`config.mk`:
```
export PLATFORM = sky130hd
export DESIGN_NAME = uart_byte_rx
export DESIGN_NICKNAME = d
export VERILOG_FILES = /design/src/rtl/uart_byte_rx.sv
export SDC_FILE = /design/constraint.sdc
export NUM_CORES = 1
export LEC_CHECK = 0
export CAP_MARGIN = 20
export CORE_UTILIZATION = 49
export DETAILED_ROUTE_END_ITERATION = 7
export PLACE_DENSITY_LB_ADDON = 0.12
export SLEW_MARGIN = 20
export SYNTH_ARGS = -nofsm -noshare
export SYNTH_HDL_FRONTEND = slang
export SYNTH_SLANG_ARGS = --single-unit
```
`constraint.sdc`:
```
create_clock -name clk -period 4.69 [get_ports clk]
set_input_delay 0.469 -clock clk [delete_from_list [all_inputs] [get_ports clk]]
set_output_delay 0.469 -clock clk [all_outputs]
set_load 0.005 [all_outputs]
```
`src/rtl/uart_byte_rx.sv`:
```
// rtl/uart_byte_rx.sv - 8N1 UART byte receiver with mid-bit 3-sample majority voting
module uart_byte_rx #(
    parameter int DIV0 = 20833,
    parameter int DIV1 = 10416,
    parameter int DIV2 = 5208
) (
    input  logic       clk,
    input  logic       rst_n,
    input  logic       en_rx,
    input  logic [2:0] set_baud,
    input  logic       rx,
    output logic [7:0] data_byte,
    output logic       rx_done,
    output logic       frame_err,
    output logic       uart_state
);

    localparam logic [1:0] S_IDLE  = 2'd0;
    localparam logic [1:0] S_START = 2'd1;
    localparam logic [1:0] S_DATA  = 2'd2;
    localparam logic [1:0] S_STOP  = 2'd3;

    localparam logic [15:0] P0 = 16'(DIV0);
    localparam logic [15:0] P1 = 16'(DIV1);
    localparam logic [15:0] P2 = 16'(DIV2);

    logic        r_rx_m;
    logic        r_rx_s;
    logic        r_rx_d;
    logic [1:0]  r_state;
    logic [15:0] r_period;
    logic [15:0] r_cnt;
    logic [2:0]  r_bit_idx;
    logic        r_s0;
    logic        r_s1;
    logic [7:0]  r_shift;
    logic [7:0]  r_data;
    logic        r_done;
    logic        r_err;

    logic [15:0] w_half;
    logic [15:0] w_baud_p;
    logic        w_at_lo;
    logic        w_at_mid;
    logic        w_at_hi;
    logic        w_at_end;
    logic        w_maj;
    logic        w_fall;

    always_comb begin
        w_baud_p = P2;
        case (set_baud)
            3'd0:    w_baud_p = P0;
            3'd1:    w_baud_p = P1;
            default: w_baud_p = P2;
        endcase
    end

    assign w_half   = {1'b0, r_period[15:1]};
    assign w_at_lo  = (r_cnt == w_half - 16'd1);
    assign w_at_mid = (r_cnt == w_half);
    assign w_at_hi  = (r_cnt == w_half + 16'd1);
    assign w_at_end = (r_cnt == r_period - 16'd1);
    // Third sample is the live synchronized value at H+1.
    assign w_maj    = (r_s0 & r_s1) | (r_s0 & r_rx_s) | (r_s1 & r_rx_s);
    assign w_fall   = r_rx_d & ~r_rx_s;

    always_ff @(posedge clk) begin
        if (!rst_n) begin
            r_rx_m <= 1'b1;
            r_rx_s <= 1'b1;
            r_rx_d <= 1'b1;
        end else begin
            r_rx_m <= rx;
            r_rx_s <= r_rx_m;
            r_rx_d <= r_rx_s;
        end
    end

    always_ff @(posedge clk) begin
        if (!rst_n) begin
            r_state   <= S_IDLE;
            r_period  <= 16'd0;
            r_cnt     <= 16'd0;
            r_bit_idx <= 3'd0;
            r_s0      <= 1'b0;
            r_s1      <= 1'b0;
            r_shift   <= 8'd0;
            r_data    <= 8'd0;
            r_done    <= 1'b0;
            r_err     <= 1'b0;
        end else begin
            r_done <= 1'b0;
            r_err  <= 1'b0;
            if (!en_rx) begin
                r_state   <= S_IDLE;
                r_cnt     <= 16'd0;
                r_bit_idx <= 3'd0;
            end else begin
                case (r_state)
                    S_IDLE: begin
                        if (w_fall) begin
                            r_state  <= S_START;
                            r_cnt    <= 16'd0;
                            r_period <= w_baud_p;
                        end
                    end
                    default: begin
                        r_cnt <= w_at_end ? 16'd0 : r_cnt + 16'd1;
                        if (w_at_lo)  r_s0 <= r_rx_s;
                        if (w_at_mid) r_s1 <= r_rx_s;
                        case (r_state)
                            S_START: begin
                                if (w_at_hi && w_maj) begin
                                    r_state <= S_IDLE;
                                    r_cnt   <= 16'd0;
                                end else if (w_at_end) begin
                                    r_state   <= S_DATA;
                                    r_bit_idx <= 3'd0;
                                end
                            end
                            S_DATA: begin
                                if (w_at_hi) r_shift[r_bit_idx] <= w_maj;
                                if (w_at_end) begin
                                    if (r_bit_idx == 3'd7) r_state <= S_STOP;
                                    r_bit_idx <= r_bit_idx + 3'd1;
                                end
                            end
                            S_STOP: begin
                                // Leave at mid-stop so a back-to-back start edge is not missed.
                                if (w_at_hi) begin
                                    r_state <= S_IDLE;
                                    r_cnt   <= 16'd0;
                                    if (w_maj) begin
                                        r_data <= r_shift;
                                        r_done <= 1'b1;
                                    end else begin
                                        r_err <= 1'b1;
                                    end
                                end
                            end
                            default: r_state <= S_IDLE;
                        endcase
                    end
                endcase
            end
        end
    end

    assign data_byte  = r_data;
    assign rx_done    = r_done;
    assign frame_err  = r_err;
    assign uart_state = (r_state != S_IDLE) | r_done | r_err;

endmodule

```
; Yosys cells after proc, flatten, opt, wreduce, memory -nomap -nowiden
; Index checks and enable logic that the tools add are counted.
[word_totals]
regBits = 60
word_cells = 90
[op_classes]
addsub = 5
magnitude_cmp = 2
eq_ne = 17
muxes = 24
n_bitwise = 14
n_reduce_logical = 15
[op_table]
columns = cell, n
row1 = $mux W16, 5
row2 = $eq A16 B16 Y1, 3
row3 = $pmux W16 S2, 1
row4 = $pmux W15 S2, 1
row5 = $add A15 B1 Y16 const B, 1
row6 = $add A16 B1 Y16 const B, 1
row7 = $eq A16 B15 Y1, 1
row8 = $sub A15 B1 Y16 const B, 1
row9 = $sub A16 B1 Y16 const B, 1
row10 = $reduce_and A5 Y1, 3
row11 = $mux W2, 7
row12 = $mux W3, 3
row13 = $reduce_and A3 Y1, 3
row14 = $bwmux W8, 1
row15 = $ne A2 B2 Y1 const B, 4
row16 = $ne A3 B3 Y1 const B, 2
row17 = $not A1 Y1, 6
row18 = $pmux W2 S3, 1
row19 = $pmux W3 S2, 1
row20 = $reduce_or A5 Y1, 1
row21 = $and A1 B1 Y1, 4
row22 = $eq A2 B2 Y1 const B, 2
row23 = $lt A3 B4 Y1 const B, 1
row24 = $ne A4 B4 Y1 const B, 1
row25 = 15 further kinds, 22

; Longest topological paths before layout
; Gate-level depths: netlist of run 1.
[depth]
depth_word = 7
mapped_depth = 13

; Worst setup path after synthesis of run 1
; Ideal clock, no wire load.
[synth_path]
kind = register to register
start = reg r_period[10]
end = reg r_state[0]
t_arrival_ps = 3119
t_required_ps = 4549
slack_ps = 1430
path_stages_with_launch = 13
path_buffers = 3
period_less_slack_ps = 3260
path_cell_list = dfxtp_1 clkbuf_1 clkbuf_1 inv_1 ha_1 or4b_4 nor2_4 nand4_1 a32o_1 or4_1 buf_2 a2111oi_0 a211oi_2
[synth_between]
elab_chain_len = 6
elab_cells_between_ends = 12
[synth_rtl]
columns = item, line
row1 = from (decl), 31  ; logic [15:0] r_period;
row2 = from (signal assigned), 105  ; r_period <= w_baud_p;
row3 = $add A15 B1 Y16, 62  ; assign w_at_hi = (r_cnt == w_half + 16'd1);
row4 = $eq A16 B16 Y1, 62
row5 = $logic_and A1 B1 Y1, 114  ; if (w_at_hi && w_maj) begin
row6 = $mux W2, 114
row7 = $pmux W2 S3, 112  ; case (r_state)
row8 = $mux W2, 100  ; case (r_state)
row9 = to (signal assigned), 103  ; r_state <= S_START;
row10 = to (signal assigned), 115  ; r_state <= S_IDLE;
row11 = to (signal assigned), 118  ; r_state <= S_DATA;
row12 = to (decl), 30  ; logic [1:0] r_state;
; Several ways; a longest one is shown, not always the timed one.
; A chain may end at the register's enable or synchronous reset.

; Worst setup path in the final report of run 1
; Same ends and word-level chain as after synthesis.

==> results by group, run 1 <==
Global route
  • Global-route wire length before repair: 12400 um
  • Pin count of the biggest net entering global routing: 31
  • Initial antenna violation count: 0
  • Gr ovfl total: 0
  • Via count of the first global-routing pass: 2464
  • Total track usage: 0.218

STA
  • Final worst clock skew: 14.1 ps
  • Final-layout worst hold slack: 418 ps
  • Number of failing setup endpoints in the final timing report: 0
  • Worst Setup Slack, final: 865 ps
  • Transition time of the tightest slew-check pin: 865 ps
  • Achievable clock frequency: 261 MHz
  • Final-layout setup total negative slack: 0 ps
  • Tcrit/Tclk final: 0.816
  • Setup repair after global routing missed its margin: no
  • Final number of hold-violating endpoints: 0
  • Max Transition Viols Final: 0
  • Worst slew margin: 0.423
  • Shortest period the worst path allows: 3830 ps

Drt
  • Antenna Violating Nets Remaining: 0
  • Routed vias: 2762
  • Pre-antenna DRT Iters: 4
  • Wire length after detailed routing: 7390 um
  • WL per Instance: 15.7 um
  • DRC Markers: 0
  • Detailed router's first-iteration violation count: 203
  • Avg Vias per Cell: 5.88

Clock network
  • Clock buffer count from CTS: 5
  • Clk_lat worst skew: 310 ps
  • Number of buffers inserted for hold repair after clock tree synthesis: 0
  • Buffer cell driving the clock tree root: sky130_fd_sc_hd__clkbuf_8
  • H-tree lvl count: 2
  • Count of instances resized after the clock tree is built: 0
  • Bufs on Longest Clock Path: 2
  • Setup bufs post-CTS: 0
  • CTS sink cnt: 50
  • Clock slew at reported path FFs: 100 ps
  • Clock tree from TritonCTS: built

Placed design
  • Port bufs: 17
  • Pre-CTS setup slack: 909 ps
  • Placed wire-length estimate: 5150 um
  • GP Congestion: 0.867

Logic synthesis
  • Number of distinct library cell variants in the gate-level netlist after synthesis: 54
  • Top cell type's share of synthesized area: 0.311
  • Count of flip-flops with a built-in enable after synthesis: 0
  • Combinational family with the most area after synthesis: simple AND/OR/NAND/NOR gates
  • Post-synthesis cell count: 398
  • Post-synth ARST share: 0
  • Post-synthesis compound-gate area fraction: 0.134
  • Synth Cell Area: 3220 um2
  • Mapped Nets: 417
  • Commonest register cell after synthesis: sky130_fd_sc_hd__dfxtp_1
  • Share of the yosys chip area belonging to registers: 0.311
  • Flop and latch count out of synthesis: 50
  • Ys Warns: 0
  • Fraction of synthesized area in multiplexers: 0.0625
  • Fraction of the mapped netlist area in simple logic gates: 0.306
  • Synth Area in XOR/XNOR: 0.0761
  • Synth top area cells: sky130_fd_sc_hd__dfxtp_1, sky130_fd_sc_hd__mux2i_1, sky130_fd_sc_hd__xnor2_1
  • Post-synthesis average cell area: 8.10 um2
  • Arithmetic-cell share of the synthesized area counting full adders, half adders and majority gates: 0.0497
  • Post-synth top area cell: sky130_fd_sc_hd__dfxtp_1

Power and ir drop
  • Gate power share: 0.099
  • Sw Pwr: 201 uW
  • Design internal power: 569 uW
  • Seq pwr share: 0.561
  • Worst vdd ir: 0.167 mV
  • Power per cell area: 223 nW/um2
  • Clk pwr share: 0.340
  • Standby leakage power: 1.25 nW
  • Switching power as a share of total power: 0.261

Die
  • Placeable core area: 6350 um2
  • Horizontal extent of the die: 83.1 um
  • Effective utilization at floorplan: 0.507
  • Placement Rows: 29
  • Boundary Pins: 18
  • Y dimension of the die: 83.1 um
  • Total Die Area: 6900 um2

Finish
  • Most common cell after layout, fill and taps aside: sky130_fd_sc_hd__dfxtp_1
  • Area delta synth->final: 7.46%
  • Number of fill cells in the layout: 600
  • Highest-count cells in the layout ignoring fill and taps: sky130_fd_sc_hd__dfxtp_1, sky130_fd_sc_hd__nand2_1, sky130_fd_sc_hd__nand3_1
  • Final antenna diode count: 0
  • Fraction of layout cells with a size suffix above 1: 0.0483
  • NumNets Final: 411

Setup path
  • Cell-by-cell trace of the critical path: inv_1 -> ha_1 -> or4b_4 -> nor2_4 -> nand4_1 -> a32o_1 -> or4_1 -> a2111oi_0 -> a211oi_2
  • Crit Path Class: register to register
  • WP data required: 4870 ps
  • Critical Path Sink Type: register
  • Cell at the slowest stage of the critical path: sky130_fd_sc_hd__or4_1
  • Worst path bufs/invs: 1
  • Max incr delay on CP: 940 ps
  • Family with the most delay on the worst path: simple AND/OR/NAND/NOR gates
  • Data arrival time of the critical path: 4000 ps
  • Critical path fanouts, max: 26
  • Reg-to-reg startpoint: r_period[10]
  • Launching element of the worst setup path: r_period[10]
  • Category of the worst setup path launch point: register

Hold path
  • Critical hold path startpoint: r_rx_m
  • Tightest Hold Check Type: register to register

Job
  • Maximum capacitance violations: 0

Status
  • Run status: complete, no violations
-- power by group through the flow --
stage	Combinational (mW)	Clock, mW	Sequential, mW
6_report	0.0759	0.262	0.433
4_1_cts	0.0760	0.270	0.433
3_3_place_gp	0.0752	0	0.442
5_1_grt	0.0839	0.285	0.433
2_1_floorplan	0.0606	0	0.438
3_5_place_dp	0.0757	0	0.442
-- synthesized netlist by cell type (11+ instances only) --
library cell and instances:
sky130_fd_sc_hd__and3_1 11, sky130_fd_sc_hd__o21ai_0 13, sky130_fd_sc_hd__nor2b_1 21, sky130_fd_sc_hd__ha_1 12, sky130_fd_sc_hd__a21oi_1 14, sky130_fd_sc_hd__mux2i_1 19, sky130_fd_sc_hd__inv_1 16, sky130_fd_sc_hd__nand4_1 13
sky130_fd_sc_hd__nand2_1 28, sky130_fd_sc_hd__nand3_1 28, sky130_fd_sc_hd__dfxtp_1 50, sky130_fd_sc_hd__nor3_1 17, sky130_fd_sc_hd__nor2_1 15, sky130_fd_sc_hd__xnor2_1 20, sky130_fd_sc_hd__clkbuf_1 25
-- through the flow --
stage / cell area [um2] / utilization / instances / power (mW)
2_1_floorplan: 3220 / - / 398 / 0.499
3_3_place_gp: 3370 / 0.530 / 462 / 0.517
3_5_place_dp: 3370 / 0.530 / 462 / 0.518
4_1_cts: 3460 / 0.545 / 470 / 0.779
5_1_grt: 3460 / 0.545 / 470 / 0.802
6_report: 3460 / 0.545 / 470 / 0.771
-- sequential cells by signal, summed over array words and instances (netlist names) --
register,flops
r_rx_m,1
rx_done,1
r_shift,8
r_period,6
data_byte,8
r_rx_s,1
r_rx_d,1
r_s1,1
r_state,2
r_cnt,16
r_bit_idx,3
frame_err,1
r_s0,1
-- final timing paths --
kind | endpoint | slack [ps] | cells after the start
max | r_state[0] | 860 | 9
min | r_rx_s | 420 | 1
max reg2reg | r_state[0] | 860 | 9
min reg2reg | r_rx_s | 420 | 1
-- layer usage --
metal | wire length, um | GRT usage
met1 | 3420 | 0.303
met2 | 3440 | 0.342
met3 | 397 | 0.0398
met4 | 127 | 0.0690
met5 | 0 | 0
-- area by class of cell --
type                       count  area [um2]  share of cell area
clock buffer                   5        68.8              0.0199
timing repair buffer          19         185              0.0535
clock inverter                 3        25.0             0.00723
sequential                    50        1000               0.289
inverter                      16        60.1              0.0173
multi-input combinational    300        2030               0.585
tap                           77        96.3              0.0278
-- logic make-up after synthesis --
logic type	Yosys count
AO/OA/AOI/OAI	63
flip-flops	50
multiplexers	20
XOR/XNOR	28
buffers and inverters	48
AND/OR/NAND/NOR	176
adder cells (fa/ha/maj)	13
Note: power is estimated with default switching activity, not from simulation.
==> run 2: changes to the inputs <==
Clock period 4.69 ns to 3.12 ns, I/O delays scaled along.
==> run 2 against run 1 <==
Against the previous run: utilization rose by 2.2 points; flip-flop and latch count did not move; wire length rose by 5.7%; final cell count rose by 3.0%; critical path depth rose by 1; highest routed layer unchanged.
==> results by group, run 2 (synthesized netlist as in run 1, its figures left out) <==
Power and ir drop
  • Worst vdd ir: 0.293 mV (+75%)
  • Gate power share: 0.102 (+0.003)
  • Power per cell area: 343 nW/um2 (+54%)
  • Switching power as a share of total power: 0.242 (-0.0189)
  • Standby leakage power: 1.34 nW (+6.5%)
  • Design internal power: 936 uW (+65%)
  • Sw Pwr: 300 uW (+49%)
  • Clk pwr share: 0.376 (+0.036)
  • Seq pwr share: 0.522 (-0.039)
  • Power Total: 1.24 mW (+60%)

Global route
  • Global-route wire length before repair: 13100 um (+5.9%)
  • Gr ovfl total: 0 (unchanged)
  • Pin count of the biggest net entering global routing: 30 (-3.2%)
  • Total track usage: 0.229 (+0.0110)
  • Most Used Layer, Global Route: met2
  • Global routing met1 resource utilization: 0.299 (-0.00404)
  • Via count of the first global-routing pass: 2671 (+8.4%)
  • Met2 capacity usage during global routing: 0.382 (+0.0402)
  • Met3 layer usage reported by global route: 0.0358 (-0.00398)
  • Initial antenna violation count: 0 (unchanged)

STA
  • Max Transition Viols Final: 0 (unchanged)
  • Achievable clock frequency: 342 MHz (+31%)
  • Final number of hold-violating endpoints: 0 (unchanged)
  • Worst Setup Slack, final: 192 ps (-672 ps)
  • Final-layout setup total negative slack: 0 ps (unchanged)
  • Number of failing setup endpoints in the final timing report: 0 (unchanged)
  • Setup repair after global routing missed its margin: no
  • Final worst clock skew: 12.0 ps (-2.10 ps)
  • Transition time of the tightest slew-check pin: 650 ps (-216 ps)
  • Worst slew margin: 0.567 (+0.144)
  • Tcrit/Tclk final: 0.938 (+0.123)
  • Shortest period the worst path allows: 2930 ps (-898 ps)

Drt
  • WL per Instance: 16.1 um (+2.6%)
  • Wire length after detailed routing: 7810 um (+5.7%)
  • Routed vias: 2894 (+4.8%)
  • Antenna Violating Nets Remaining: 0 (unchanged)
  • Detailed router's first-iteration violation count: 189 (-6.9%)
  • Pre-antenna DRT Iters: 4 (unchanged)
  • DRC Markers: 0 (unchanged)
  • Avg Vias per Cell: 5.98 (+1.7%)

Setup path
  • Launching element of the worst setup path: r_period[10]
  • Minimum setup slack among reg-to-reg paths: 190 ps (-670 ps)
  • Crit Reg-Reg Endpoint: r_cnt[2]
  • Data arrival time of the critical path: 3120 ps (-880 ps)
  • Crit Path Class: register to register
  • Critical path fanouts, max: 21 (-19%)
  • CP endpoint: r_cnt[2]
  • Critical Path Sink Type: register
  • FF-to-FF path depth: 10 (+1)
  • WP data required: 3320 ps (-1550 ps)
  • Category of the worst setup path launch point: register
  • Reg-to-reg startpoint: r_period[10]

Finish
  • Reg with most FFs: r_cnt
  • Area delta synth->final: 11.9%
  • Fraction of layout cells with a size suffix above 1: 0.0860 (+0.0376)
  • Most common cell after layout, fill and taps aside: sky130_fd_sc_hd__dfxtp_1
  • Final antenna diode count: 0 (unchanged)
  • Number of flip-flops in the largest register: 16 (unchanged)
  • NumNets Final: 425 (+3.4%)
  • Highest-count cells in the layout ignoring fill and taps: sky130_fd_sc_hd__dfxtp_1, sky130_fd_sc_hd__nand2_1, sky130_fd_sc_hd__nand3_1

Placed design
  • GP Congestion: 0.902 (+4.0%)
  • Port bufs: 17 (unchanged)
  • Pre-CTS setup slack: 84.9 ps (-824 ps)
  • Placed wire-length estimate: 5540 um (+7.6%)

Clock network
  • Clock tree from TritonCTS: built
  • Setup bufs post-CTS: 0 (unchanged)
  • H-tree lvl count: 2 (unchanged)
  • Clk_lat worst skew: 310 ps (about the same)
  • Count of instances resized after the clock tree is built: 0 (unchanged)
  • Clock slew at reported path FFs: 100 ps (about the same)
  • Buffer cell driving the clock tree root: sky130_fd_sc_hd__clkbuf_8
  • Number of buffers inserted for hold repair after clock tree synthesis: 0 (unchanged)
  • Bufs on Longest Clock Path: 2 (unchanged)
  • CTS sink cnt: 50 (unchanged)
  • Clock buffer count from CTS: 5 (unchanged)

Job
  • Maximum capacitance violations: 0 (unchanged)

Die
  • Placeable core area: 6350 um2 (unchanged)
  • Horizontal extent of the die: 83.1 um (unchanged)
  • Placement Rows: 29 (unchanged)
  • Boundary Pins: 18 (unchanged)
  • Y dimension of the die: 83.1 um (unchanged)
  • Effective utilization at floorplan: 0.507 (unchanged)
  • Total Die Area: 6900 um2 (unchanged)

Status
  • Run status: complete, no violations

Hold path
  • Tightest Hold Check Type: register to register
[run 2: changes by cell type in the layout (fill, tap and decap cells not counted)]
cell and delta:
sky130_fd_sc_hd__ha_4 +1, sky130_fd_sc_hd__bufinv_16 +1, sky130_fd_sc_hd__a2111oi_0 -1, sky130_fd_sc_hd__a2111oi_1 +1, sky130_fd_sc_hd__clkinv_4 -1, sky130_fd_sc_hd__clkinvlp_4 +1
sky130_fd_sc_hd__or4_1 -1, sky130_fd_sc_hd__buf_4 +14, sky130_fd_sc_hd__or4_4 +1, sky130_fd_sc_hd__inv_6 -1, sky130_fd_sc_hd__ha_1 -1
[run 2: stage by stage]
| step | utilization | hold slack [ps] | instances | area (um2) |
|---|---|---|---|---|
| after floorplan | - | 386 | 398 | 3240 |
| after global placement | 0.549 | 393 | 476 | 3490 |
| after detailed placement | 0.549 | 398 | 476 | 3490 |
| after CTS | 0.567 | 423 | 484 | 3600 |
| after global routing | 0.568 | 445 | 484 | 3600 |
| final | 0.568 | 419 | 484 | 3600 |
[run 2: power groups by stage]
stage / clock (mW) / combinational (mW) / sequential, mW
floorplan: 0 / 0.0932 / 0.659
global placement: 0 / 0.123 / 0.660
detailed placement: 0 / 0.124 / 0.660
CTS: 0.477 / 0.125 / 0.646
global route: 0.499 / 0.138 / 0.646
finish: 0.464 / 0.126 / 0.646
[run 2: worst min-delay path by stage]
stage	cells after the start	end	from	slack, ps
3_5_place_dp	1	r_rx_s	r_rx_m	400
6_report	1	r_rx_s	r_rx_m	420
5_1_grt	1	r_rx_s	r_rx_m	450
4_1_cts	1	r_rx_s	r_rx_m	420
2_1_floorplan	1	r_rx_s	r_rx_m	390
3_3_place_gp	1	r_rx_s	r_rx_m	390
[run 2: metal layers]
layer	vias up	routed length, um
li1	1430	-
met1	1356	3610
met2	92	3680
met3	16	340
met4	0	172
met5	-	0
[run 2: critical path, stage by stage (launching register included)]
cell and delay (ps):
sky130_fd_sc_hd__dfxtp_1 320, sky130_fd_sc_hd__inv_1 120, sky130_fd_sc_hd__ha_4 170, sky130_fd_sc_hd__or4b_4 510
sky130_fd_sc_hd__nor2_4 120, sky130_fd_sc_hd__nand4_1 100, sky130_fd_sc_hd__a32o_1 290, sky130_fd_sc_hd__or4_4 590
sky130_fd_sc_hd__buf_4 240, sky130_fd_sc_hd__a41oi_1 250, sky130_fd_sc_hd__mux2i_1 100
[run 2: cell type report]
cell class | instances | area, um2
fill | 589 | 2750
multi-input combinational | 300 | 2040
inverter | 16 | 60.1
timing repair buffer | 33 | 290
tap | 77 | 96.3
clock buffer | 5 | 68.8
sequential | 50 | 1000
clock inverter | 3 | 45.0
==> run 3: changes to the inputs <==
Settings changed: CORE_UTILIZATION 49 to 45.
==> run 3 against run 2 <==
Against the previous run: cell area is 0.97% higher; sequential power hardly changed; register-to-register slack worse by 30 ps; critical endpoint is now r_cnt[5]; critical path type unchanged; largest cell class unchanged; first-iteration DRC count is 1.6% lower.
==> results by group, run 3 (synthesized netlist as in run 1, its figures left out) <==
Finish
  • Highest-count cells in the layout ignoring fill and taps: sky130_fd_sc_hd__dfxtp_1, sky130_fd_sc_hd__nand2_1, sky130_fd_sc_hd__nand3_1
  • NumNets Final: 426 (+0.24%)
  • Area delta synth->final: 13.0%
  • Most common cell after layout, fill and taps aside: sky130_fd_sc_hd__dfxtp_1
  • Number of flip-flops in the largest register: 16 (unchanged)
  • Cell area after layout: 3640 um2 (+0.97%)
  • Number of fill cells in the layout: 656 (+11%)
  • Final antenna diode count: 0 (unchanged)
  • Sequential cell area: 1000 um2 (unchanged)
  • Cell Count, Final, Fillers Out: 504 (+4.1%)
  • Area of the multi-input gates: 2040 um2 (unchanged)
  • Fraction of layout cells with a size suffix above 1: 0.0882 (+0.00224)
  • Finished Core Util: 0.530 (-0.0378)
  • Reg with most FFs: r_cnt

Die
  • Y dimension of the die: 86.6 um (+4.2%)
  • Horizontal extent of the die: 86.6 um (+4.2%)
  • Boundary Pins: 18 (unchanged)
  • Placement Rows: 30 (+3.4%)
  • Placeable core area: 6870 um2 (+8.2%)
  • Total Die Area: 7500 um2 (+8.7%)
  • Effective utilization at floorplan: 0.469 (-0.0384)

Setup path
  • Crit Path Class: register to register
  • Critical Path Sink Type: register
  • Critical path fanouts, max: 21 (unchanged)
  • Category of the worst setup path launch point: register
  • Minimum setup slack among reg-to-reg paths: 160 ps (-30 ps)
  • Data arrival time of the critical path: 3130 ps (about the same)
  • WP data required: 3290 ps (-30 ps)

Global route
  • Global-route wire length before repair: 12800 um (-2.1%)
  • Gr ovfl total: 0 (unchanged)
  • Initial antenna violation count: 0 (unchanged)
  • Via count of the first global-routing pass: 2593 (-2.9%)
  • Pin count of the biggest net entering global routing: 29 (-3.3%)
  • Total track usage: 0.215 (-0.0140)

Clock network
  • Bufs on Longest Clock Path: 2 (unchanged)
  • Number of buffers inserted for hold repair after clock tree synthesis: 0 (unchanged)
  • Clk_lat worst skew: 310 ps (about the same)
  • Buffer cell driving the clock tree root: sky130_fd_sc_hd__clkbuf_8
  • Clock buffer count from CTS: 5 (unchanged)
  • Clock tree from TritonCTS: built
  • CTS sink cnt: 50 (unchanged)
  • Setup bufs post-CTS: 0 (unchanged)
  • Clock slew at reported path FFs: 100 ps (about the same)
  • H-tree lvl count: 2 (unchanged)

Drt
  • Avg Vias per Cell: 5.61 (-6.2%)
  • Detailed router's first-iteration violation count: 186 (-1.6%)
  • Wire length after detailed routing: 7730 um (-1.1%)
  • Antenna Violating Nets Remaining: 0 (unchanged)
  • WL per Instance: 15.3 um (-5.0%)
  • Pre-antenna DRT Iters: 4 (unchanged)
  • Routed vias: 2826 (-2.3%)
  • DRC Markers: 0 (unchanged)

Placed design
  • Instance count after placement with tap cells included: 496 (+4.2%)
  • GP Congestion: 0.888 (-1.6%)
  • Area after DPL: 3520 um2 (+0.90%)
  • Port bufs: 17 (unchanged)
  • Placed wire-length estimate: 5560 um (+0.33%)

Hold path
  • Tightest Hold Check Type: register to register

Power and ir drop
  • Power per cell area: 345 nW/um2 (+0.71%)
  • Standby leakage power: 1.35 nW (+0.84%)
  • Worst vdd ir: 0.224 mV (-23%)

STA
  • Max Transition Viols Final: 0 (unchanged)
  • Final worst clock skew: 16.2 ps (+4.20 ps)
  • Transition time of the tightest slew-check pin: 611 ps (-38.5 ps)
  • Final number of hold-violating endpoints: 0 (unchanged)
  • Number of failing setup endpoints in the final timing report: 0 (unchanged)
  • Worst slew margin: 0.593 (+0.0257)
  • Tcrit/Tclk final: 0.948 (+0.00918)
  • Setup repair after global routing missed its margin: no
  • Shortest period the worst path allows: 2960 ps (+28.6 ps)
  • Achievable clock frequency: 338 MHz (-0.97%)
  • Final-layout setup total negative slack: 0 ps (unchanged)

Job
  • Maximum capacitance violations: 0 (unchanged)

Status
  • Run status: complete, no violations
-- run 3: cell count changes in the layout (fill, tap and decap cells not counted) --
cell / before / now
sky130_fd_sc_hd__inv_8: 0 / 1
sky130_fd_sc_hd__clkinvlp_4: 2 / 1
sky130_fd_sc_hd__buf_4: 16 / 17
-- run 3: through the flow --
| stage | worst slack, ps | power [mW] | hold WS [ps] |
|---|---|---|---|
| after detailed placement | 79.9 | 0.785 | 406 |
| final | 164 | 1.26 | 425 |
| after CTS | 57.6 | 1.27 | 430 |
| after floorplan | 8.78 | 0.752 | 386 |
| after global placement | 150 | 0.785 | 397 |
| after global routing | 56.2 | 1.31 | 453 |
-- run 3: final timing paths --
path                startpoint        to  depth (start not counted)
hold reg to reg         r_rx_m    r_rx_s                          1
setup reg to reg  r_period[10]  r_cnt[5]                         10
hold / removal          r_rx_m    r_rx_s                          1
setup / recovery  r_period[10]  r_cnt[5]                         10
-- run 3: repair_timing --
| action | 4_1_cts | 5_1_grt |
|---|---|---|
| gates resized for setup | 0 | 1 |
| endpoints found under the hold margin | 0 | 0 |
| endpoints found under the setup margin | 0 | 8 |
-- run 3: cell type report --
cell class                 instances  share of cell area
clock inverter                     3              0.0134
sequential                        50               0.275
clock buffer                       5              0.0189
tap                               96              0.0330
inverter                          16              0.0165
multi-input combinational        300               0.561
timing repair buffer              34              0.0818
-- run 3: worst max-delay path, stage by stage (launching register included) --
cell and delay [ps]:
sky130_fd_sc_hd__dfxtp_1 320, sky130_fd_sc_hd__inv_1 130, sky130_fd_sc_hd__ha_4 180, sky130_fd_sc_hd__or4b_4 510, sky130_fd_sc_hd__nor2_4 120, sky130_fd_sc_hd__nand4_1 100, sky130_fd_sc_hd__a32o_1 290, sky130_fd_sc_hd__or4_4 590
sky130_fd_sc_hd__buf_4 240, sky130_fd_sc_hd__nand3_1 190, sky130_fd_sc_hd__o311ai_0 150
-- run 3: where the power goes --
part | internal, mW | switching [mW] | total, mW
combinational | 0.0568 | 0.0685 | 0.125
sequential | 0.642 | 0.00367 | 0.646
clock | 0.245 | 0.241 | 0.486
total | 0.943 | 0.314 | 1.26
-- run 3: layer usage --
| layer | wire, um | share of wire | global-route usage |
|---|---|---|---|
| met1 | 3610 | 0.47 | 0.287 |
| met2 | 3620 | 0.47 | 0.356 |
| met3 | 341 | 0.044 | 0.0295 |
| met4 | 151 | 0.020 | 0.0742 |
| met5 | 0 | 0 | 0 |
